--- src/rtl/memchk_hist_buf.sv ---
// Circular history of recent stores. Index 0 on the read side is the most
// recent write; entries never written since reset read as zero.
module memchk_hist_buf #(
    parameter  int DEPTH = 4,
    parameter  int W     = 64,
    localparam int IW    = $clog2(DEPTH)
) (
    input  logic          clk,
    input  logic          reset,
    input  logic          we,
    input  logic [W-1:0]  wdata,
    input  logic [IW-1:0] rd_idx,
    output logic [W-1:0]  rdata
);

    logic [W-1:0]  mem_q [DEPTH];
    logic [IW-1:0] wr_ptr_q;
    logic [IW-1:0] rd_ptr_s;

    // Write the new entry at wr_ptr and advance it; DEPTH is a power of two so the pointer wraps naturally.
    always_ff @(posedge clk) begin
        if (reset) begin
            for (int i = 0; i < DEPTH; i++) begin
                mem_q[i] <= {W{1'b0}};
            end
            wr_ptr_q <= {IW{1'b0}};
        end else if (we) begin
            mem_q[wr_ptr_q] <= wdata;
            wr_ptr_q        <= wr_ptr_q + IW'(1);
        end
    end

    // Map the age-relative read index onto a physical slot and read it out.
    always_comb begin
        rd_ptr_s = wr_ptr_q - IW'(1) - rd_idx;
        rdata    = mem_q[rd_ptr_s];
    end

endmodule

--- config.mk ---
export PLATFORM = sky130hd
export DESIGN_NAME = memchk_hist_buf
export DESIGN_NICKNAME = d
export VERILOG_FILES = /design/src/rtl/memchk_hist_buf.sv
export SDC_FILE = /design/constraint.sdc
export NUM_CORES = 1
export LEC_CHECK = 0
export BUFFER_PORTS_ARGS = -buffer_cell sky130_fd_sc_hd__clkbuf_2
export CAP_MARGIN = 10
export CORE_ASPECT_RATIO = 0.75
export CORE_MARGIN = 1.5
export CORE_UTILIZATION = 53
export DETAILED_ROUTE_END_ITERATION = 12
export PLACE_DENSITY = 0.76
export SLEW_MARGIN = 30
export SYNTH_ARGS = -nofsm -noshare
export SYNTH_HDL_FRONTEND = slang
export SYNTH_SLANG_ARGS = --single-unit
--- constraint.sdc ---
create_clock -name clk -period 4.6 [get_ports clk]
set_clock_uncertainty 0.05 [all_clocks]
set_input_delay 0.92 -clock clk [delete_from_list [all_inputs] [get_ports clk]]
set_output_delay 0.92 -clock clk [all_outputs]
set_load 0.1 [all_outputs]
== Word level (Yosys, flattened, before mapping) ==
Memories as Yosys holds them, arrays and structs flattened.
Cells that the tools add are included.
Widths: inputs -> output; s select.
Storage, ports and cells
  flip-flop bits (word level): 2
  bits in latches: 0
  memory bits (writable): 256
  memory bits (read-only): 0
  input bits: 69
  logic and storage cells: 14
  memories: 1
Memories
  mem_q: words 4, width 64, rd ports 1, clocked after memory_dff 0, wr ports 4, line 16  | logic [W-1:0] mem_q [DEPTH];
Cells by class
  add/sub/neg operators: 3
  multipliers: 0
  divide/modulo/power cells: 0
  order comparisons: 0
  equality and inequality tests: 0
  shift-type cells: 0
  mux-type cells: 8
  bitwise gates (word level): 0
  reduce and logical (&&, ||, !) cells: 1
Operators by type and width (number)
  $mux 64: 1
  $reduce_or 64->1: 1
  $mux 1: 6
  $add 2x1->2 const B: 1
  $mux 2: 1
  $sub 2x1->2 const B: 1
  $sub 2x2->2: 1

== Depth between registers and ports, before layout ==
Gate-level depths: netlist of run 1.
  depth after elaboration: 5
  gate-level depth with buffers: 6

== Worst setup path before layout of run 1 ==
Ideal clock, no wire load.
  path type: input-to-reg
  start point: input port we
  end point: memory mem_q[0][0] (enable)
  setup time: 499 ps
  data arrival time: 4473 ps
  required time: 4051 ps
  path slack: -423 ps
  cell stages on the path: 4
  path buffers: 2
  cell sequence: clkbuf_1 clkbuf_1 inv_1 o21bai_1
RTL lines
  start, declared: line 10  | input logic we,
  end, declared: line 16

== Final worst setup path of run 1 ==
  start point: input port rd_idx[0]
  end point: output port rdata[47]
Between the ends
  longest elaborated chain between the ends: 2
RTL lines
  start, declared: line 12  | input logic [IW-1:0] rd_idx,
  $sub 2x2->2: line 35  | rd_ptr_s = wr_ptr_q - IW'(1) - rd_idx;
  $mem_v2 4x64
  end, declared: line 13  | output logic [W-1:0] rdata
Every way passes these cells.

==> out/metrics.csv, run 1 <==
stage;metric;value;unit
outcome;status;finished clean;
detailed_routing;Avg WL per Cell;20.7;um
floorplanning;row count;45;
grt;initial antenna violation count;1;
cts;clock sinks;258;
place;Placed Instances;1088;
pwr;Sequential Power Share;42.1;%
grt;pin count of the biggest net entering global routing;65;
cts;Max Root-Sink Buffers;3;
worst_setup_path;CP max FO;41;
worst_setup_path;Worst setup SP type;primary input;
run;Max Cap Viol;0;
place;post-DP HPWL;13600;um
grt;first-pass GRT wire length;36000;um
timing;setup TNS;0;ns
pwr;leakage power;5.56;nW
worst_setup_path;Worst EP required;3.63;ns
worst_setup_path;worst setup path class;in -> out;
yosys;Post-synth ARST share;0;%
detailed_routing;Post-DRT Antenna Nets;0;
yosys;cells after synthesis;708;
worst_setup_path;crit-path most repeated cell;clkbuf_2;
pwr;total power draw;6.65;mW
detailed_routing;DR DRC count;0;
cts;clk root buf;clkbuf_16;
yosys;average cell area after synthesis;15.8;um2
pwr;pwr dens;508;nW/um2
timing;Final Hold Fails;0;
grt;Most Crowded Layer GR;met2;
yosys;syn_nets;778;
yosys;Netlist cell types;21;
finish;Post-Layout Cell Count;1134;
grt;vias in the first global route;6498;
timing;max-slew headroom at the worst pin;43.6;%
cts;post-CTS sizing;0;
pwr;sw frac;32.6;%
timing;fin. max-slew vios;0;
yosys;Seq/Total Area, Yosys;68.9;%
cts;worst-skew pair later-pin latency;0.50;ns
yosys;Post-synth EDFFs;256;
floorplanning;die width;171;um
finish;Final Util;63.9;%
floorplanning;I/O pins;133;
detailed_routing;Via Count;6341;
detailed_routing;Post-Route WL;23400;um
pwr;Sw Pwr;2.17;mW
detailed_routing;DR vias/cell;5.59;
pwr;Comb pwr share;24.5;%
floorplanning;core area;20500;um2
detailed_routing;DRT Pass-1 Iters;5;
yosys;ys flop type;edfxtp_1;
cts;cts bufs inserted;25;
yosys;leading area contributor after synthesis;edfxtp_1;
finish;Synth-to-Final Area Change;16.8;%
cts;htree depth;1;
detailed_routing;Iter 0 DRT Violations;645;
floorplanning;Die ar.;22000;um2
yosys;top cell type's share of synthesized area;68.6;%
timing;time the worst path needs with I/O delays and setup;3.94;ns
worst_setup_path;crit-path cells;clkbuf_2, inv_1, ha_4, buf_12, mux4_1, clkbuf_2;
worst_setup_path;slowest CP cell;mux4_1;
worst_setup_path;largest stage delay on the critical path;0.67;ns
pwr;Internal;4.48;mW
timing;RSZ-0062 raised after global routing;false;
worst_setup_path;reg2reg start;wr_ptr_q[1];
yosys;Synth top cells by count;edfxtp_1 (256), nor2_1 (193), inv_1 (66);
place;input/output buffers;132;
yosys;FF+latch count, synth;258;
floorplanning;Initial Util;54.7;%
worst_hold_path;HP Class;reg -> reg;
yosys;Synth Warn #;0;
yosys;Area contributors post-synth;edfxtp_1 (69%), mux4_1 (14%), nor2_1 (6.5%);
place;dpl cell area;12200;um2
worst_setup_path;Setup crit end kind;primary output;
timing;crit share post-route;85.6;%
worst_setup_path;Worst Path Arrival;2.97;ns
timing;Setup Viol. Count Final;0;
grt;grt met2 use;36.6;%
yosys;synthesized area;11200;um2
worst_setup_path;Crit path max-delay family;buffers and inverters;
timing;Max Freq;254;MHz
timing;Worst-Margin Slew;0.846;ns
grt;gr ovfl total;0;
cts;Reg clk slew, reported paths;0.06;ns
place;GPL Wtd Cong;0.724;
finish;post-route cell area;13100;um2
floorplanning;Vert. Die Dim;129;um
grt;M1 GR Usage;31.2;%
finish;nets;903;
cts;TritonCTS clock tree;yes;
yosys;top-count cell post-synth;edfxtp_1;
worst_setup_path;Worst setup startpoint;rd_idx[0];
cts;# Post-CTS Setup Buffers;0;
finish;layout cells sized above 1;23.7;%
pwr;Peak VDD IR;0.000377;V
grt;Total GRT Usage;22.0;%
pwr;Clk network pwr share;33.4;%
cts;hold buffers post-CTS;0;
grt;grt met3 use;3.54;%
worst_hold_path;hold_sp;wr_ptr_q[1];
worst_setup_path;Critical path buffers and inverters;4;
==> worst paths after layout <==
check / to / slack (ns) / depth (start not counted)
setup reg to reg: mem_q[1][19] / 2.51 / 3
hold reg to reg: wr_ptr_q[1] / 0.64 / 2
hold / removal: wr_ptr_q[1] / 0.64 / 2
setup / recovery: rdata[47] / 0.66 / 6
==> cell type report <==
cell class | count | area (um2)
Tap cell | 282 | 353
Clock inverter | 19 | 265
Antenna cell | 1 | 2.50
Inverter | 66 | 248
Clock buffer | 26 | 629
Fill cell | 1524 | 7390
Timing Repair Buffer | 148 | 831
Multi-Input combinational cell | 334 | 3040
Sequential cell | 258 | 7730
==> routing by layer <==
metal	vias up	wire, um
met5	-	0
met4	0	353
met3	30	1640
met2	255	11300
met1	3180	10100
li1	2876	-
==> flip-flops by register name (all words and copies together) (netlist names) <==
register and count:
wr_ptr_q 2, mem_q 256
==> logic make-up (layout without fill, tap and decap cells) <==
family,count (synthesis),in the layout,synth area share [%]
and+or+nand+nor,262,262,11.0
DFF,258,258,68.9
buffers and inverters,116,259,4.45
muxes,64,64,14.9
AOI/OAI and AO/OA,5,5,0.346
xor gates and xnor gates,2,2,0.279
adders and majority gates,1,1,0.112
other,0,1,0
==> per-stage QoR <==
step           hold slack (ns)  worst slack (ns)
5_1_grt                  0.670             0.607
6_report                 0.640             0.663
3_3_place_gp             0.631             0.675
2_1_floorplan            0.512            -0.423
3_5_place_dp             0.638             0.652
4_1_cts                  0.648             0.651
==> worst reg2reg max path, cell delays in order, from the launching register on <==
cell and delay (ns):
dfxtp_1 0.46, nand2b_2 0.62, buf_4 0.55, nor2_1 0.14
==> power groups by stage <==
stage	Sequential (mW)	Clock, mW	Combinational [mW]
detailed placement	2.85	0	1.64
global placement	2.84	0	1.63
floorplan	2.84	0	1.36
CTS	2.80	2.25	1.64
global route	2.81	2.34	1.69
finish	2.80	2.22	1.63
==> placed cells by master (no fill, tap or decap), drive strengths merged <==
cell    synthesis  final
buf            21     16
a21oi           1      1
bufinv          0      7
clkbuf         29    158
inv            66     66
a31o            1      1
xnor3           1      1
a21bo           1      1
diode           0      1
nand3b         65     65
nor2          193    193
mux4           64     64
nand2b          3      3
edfxtp        256    256
clkinv          0     12
xnor2           1      1
dfxtp           2      2
o21bai          2      2
ha              1      1
or2             1      1
Note: power is estimated with default switching activity, not from simulation.
==> inputs of run 2 (changes only) <==
--- a/config.mk
+++ b/config.mk
@@ -11,7 +11,7 @@
 export CORE_MARGIN = 1.5
 export CORE_UTILIZATION = 53
 export DETAILED_ROUTE_END_ITERATION = 12
-export PLACE_DENSITY = 0.76
+export PLACE_DENSITY = 0.84
 export SLEW_MARGIN = 30
 export SYNTH_ARGS = -nofsm -noshare
 export SYNTH_HDL_FRONTEND = slang
==> out/metrics.csv, run 2 (synthesized netlist as in run 1, its figures left out) <==
stage;metric;value;unit;change
outcome;status;finished clean;;unchanged
finish;Synth-to-Final Area Change;17.9;%;was 16.8%
finish;Final Util;64.5;%;was 63.9%
finish;post-route cell area;13200;um2;was 13100 um2
finish;commonest non-fill, non-tap cell in the layout;edfxtp_1;;unchanged
detailed_routing;DR DRC count;0;;unchanged
timing;Max Freq;256;MHz;was 254 MHz
cts;TritonCTS clock tree;yes;;unchanged
grt;first-pass GRT wire length;35900;um;was 36000 um
pwr;pwr dens;511;nW/um2;was 508 nW/um2
finish;Largest regs;mem_q x256, wr_ptr_q x2;;unchanged
timing;RSZ-0062 raised after global routing;false;;unchanged
pwr;Peak VDD IR;0.000309;V;was 0.000377 V
cts;Reg clk slew, reported paths;0.06;ns;about the same
detailed_routing;DRT Pass-1 Iters;6;;was 5
finish;Largest Register;mem_q;;unchanged
finish;nets;905;;was 903
timing;crit share post-route;84.9;%;was 85.6%
worst_setup_path;Setup crit end kind;primary output;;unchanged
grt;Total GRT Usage;22.0;%;about the same
worst_setup_path;worst setup path class;in -> out;;unchanged
cts;worst-skew pair later-pin latency;0.52;ns;was 0.50 ns
finish;Post-Layout Cell Count;1135;;was 1134
floorplanning;row count;45;;unchanged
floorplanning;die width;171;um;unchanged
place;input/output buffers;132;;unchanged
grt;gr ovfl total;0;;unchanged
worst_hold_path;worst hold path depth;2;;unchanged
place;GPL Wtd Cong;0.695;;was 0.724
place;post-DP HPWL;14200;um;was 13600 um
cts;hold buffers post-CTS;0;;unchanged
floorplanning;Initial Util;54.7;%;unchanged
cts;clk root buf;clkbuf_16;;unchanged
worst_setup_path;reg2reg path depth;4;;was 3
cts;Max Root-Sink Buffers;3;;unchanged
timing;Setup Viol. Count Final;0;;unchanged
floorplanning;Vert. Die Dim;129;um;unchanged
detailed_routing;Post-Route WL;23500;um;was 23400 um
finish;layout cells sized above 1;24.0;%;was 23.7%
timing;Final Hold Fails;0;;unchanged
worst_setup_path;Worst EP required;3.63;ns;about the same
timing;setup TNS;0;ns;unchanged
pwr;leakage power;5.61;nW;was 5.56 nW
timing;Worst-Margin Slew;0.926;ns;was 0.846 ns
cts;htree depth;1;;unchanged
finish;diodes inserted;0;;was 1
floorplanning;core area;20500;um2;unchanged
floorplanning;I/O pins;133;;unchanged
grt;vias in the first global route;6511;;was 6498
detailed_routing;Iter 0 DRT Violations;421;;was 645
worst_setup_path;Worst setup SP type;primary input;;unchanged
detailed_routing;Avg WL per Cell;20.7;um;about the same
detailed_routing;Post-DRT Antenna Nets;0;;unchanged
detailed_routing;DR vias/cell;5.55;;was 5.59
cts;clock sinks;258;;unchanged
worst_setup_path;CP max FO;19;;was 41
grt;initial antenna violation count;1;;unchanged
floorplanning;Die ar.;22000;um2;unchanged
worst_hold_path;HP Class;reg -> reg;;unchanged
cts;post-CTS sizing;0;;unchanged
place;dpl cell area;12300;um2;was 12200 um2
timing;time the worst path needs with I/O delays and setup;3.91;ns;was 3.94 ns
cts;# Post-CTS Setup Buffers;0;;unchanged
detailed_routing;Via Count;6298;;was 6341
worst_setup_path;Worst Path Arrival;2.94;ns;was 2.97 ns
grt;pin count of the biggest net entering global routing;69;;was 65
place;Placed Instances;1090;;was 1088
finish;most frequent cells in the layout;edfxtp_1 (256), nor2_1 (193), clkbuf_2 (131);;was edfxtp_1 (256), nor2_1 (193), clkbuf_2 (132)
timing;max-slew headroom at the worst pin;38.3;%;was 43.6%
cts;cts bufs inserted;25;;unchanged
run;Max Cap Viol;0;;unchanged
finish;max reg flops;256;;unchanged
timing;fin. max-slew vios;0;;unchanged
run 2: changes by cell type in the layout (fill, tap and decap cells not counted), sizes merged:
cell,before,now
bufinv,7,8
clkinv,12,9
buf,16,19
inv,66,67
diode,1,0
run 2: where the power goes:
part	internal, mW	total [mW]	leakage [nW]	switching (mW)
logic	0.355	1.65	2.45	1.30
registers	2.76	2.80	2.70	0.0415
clock network	1.44	2.30	0.459	0.853
run 2: cell type report:
| cell class | count | area (um2) |
|---|---|---|
| Clock buffer | 27 | 633 |
| Clock inverter | 18 | 295 |
| Fill cell | 1470 | 7280 |
| Inverter | 66 | 248 |
| Multi-Input combinational cell | 334 | 3050 |
| Sequential cell | 258 | 7730 |
| Tap cell | 282 | 353 |
| Timing Repair Buffer | 150 | 913 |
run 2: critical path, cell delays in order:
cell and delay, ns:
clkbuf_2 0.10, inv_1 0.07, ha_4 0.48, buf_4 0.32, mux4_1 0.63, clkbuf_2 0.40
run 2: path summary, 6_finish.rpt:
kind,start,to,slack [ns]
setup reg to reg,wr_ptr_q[0],mem_q[2][5],2.10
hold reg to reg,wr_ptr_q[0],wr_ptr_q[0],0.63
hold / removal,wr_ptr_q[0],wr_ptr_q[0],0.63
setup / recovery,rd_idx[0],rdata[5],0.69
run 2: per-stage QoR:
| step | hold slack [ns] | total power [mW] | setup WS [ns] |
|---|---|---|---|
| after floorplan | 0.512 | 4.20 | -0.423 |
| after global placement | 0.617 | 4.47 | 0.722 |
| after detailed placement | 0.622 | 4.51 | 0.687 |
| after CTS | 0.631 | 6.79 | 0.672 |
| after global routing | 0.684 | 6.93 | 0.615 |
| final | 0.628 | 6.75 | 0.694 |
run 2: per-layer routing:
layer  part of all wire (%)  vias up  routed length [um]  global-route usage, %
met5                  0.055        -                  13                      0
met4                    1.3        2                 306                   4.80
met3                    8.4       35                1970                   5.38
met2                     48      256               11300                   37.0
met1                     42     3125                9880                   29.5
li1                       -     2880                   -                      -
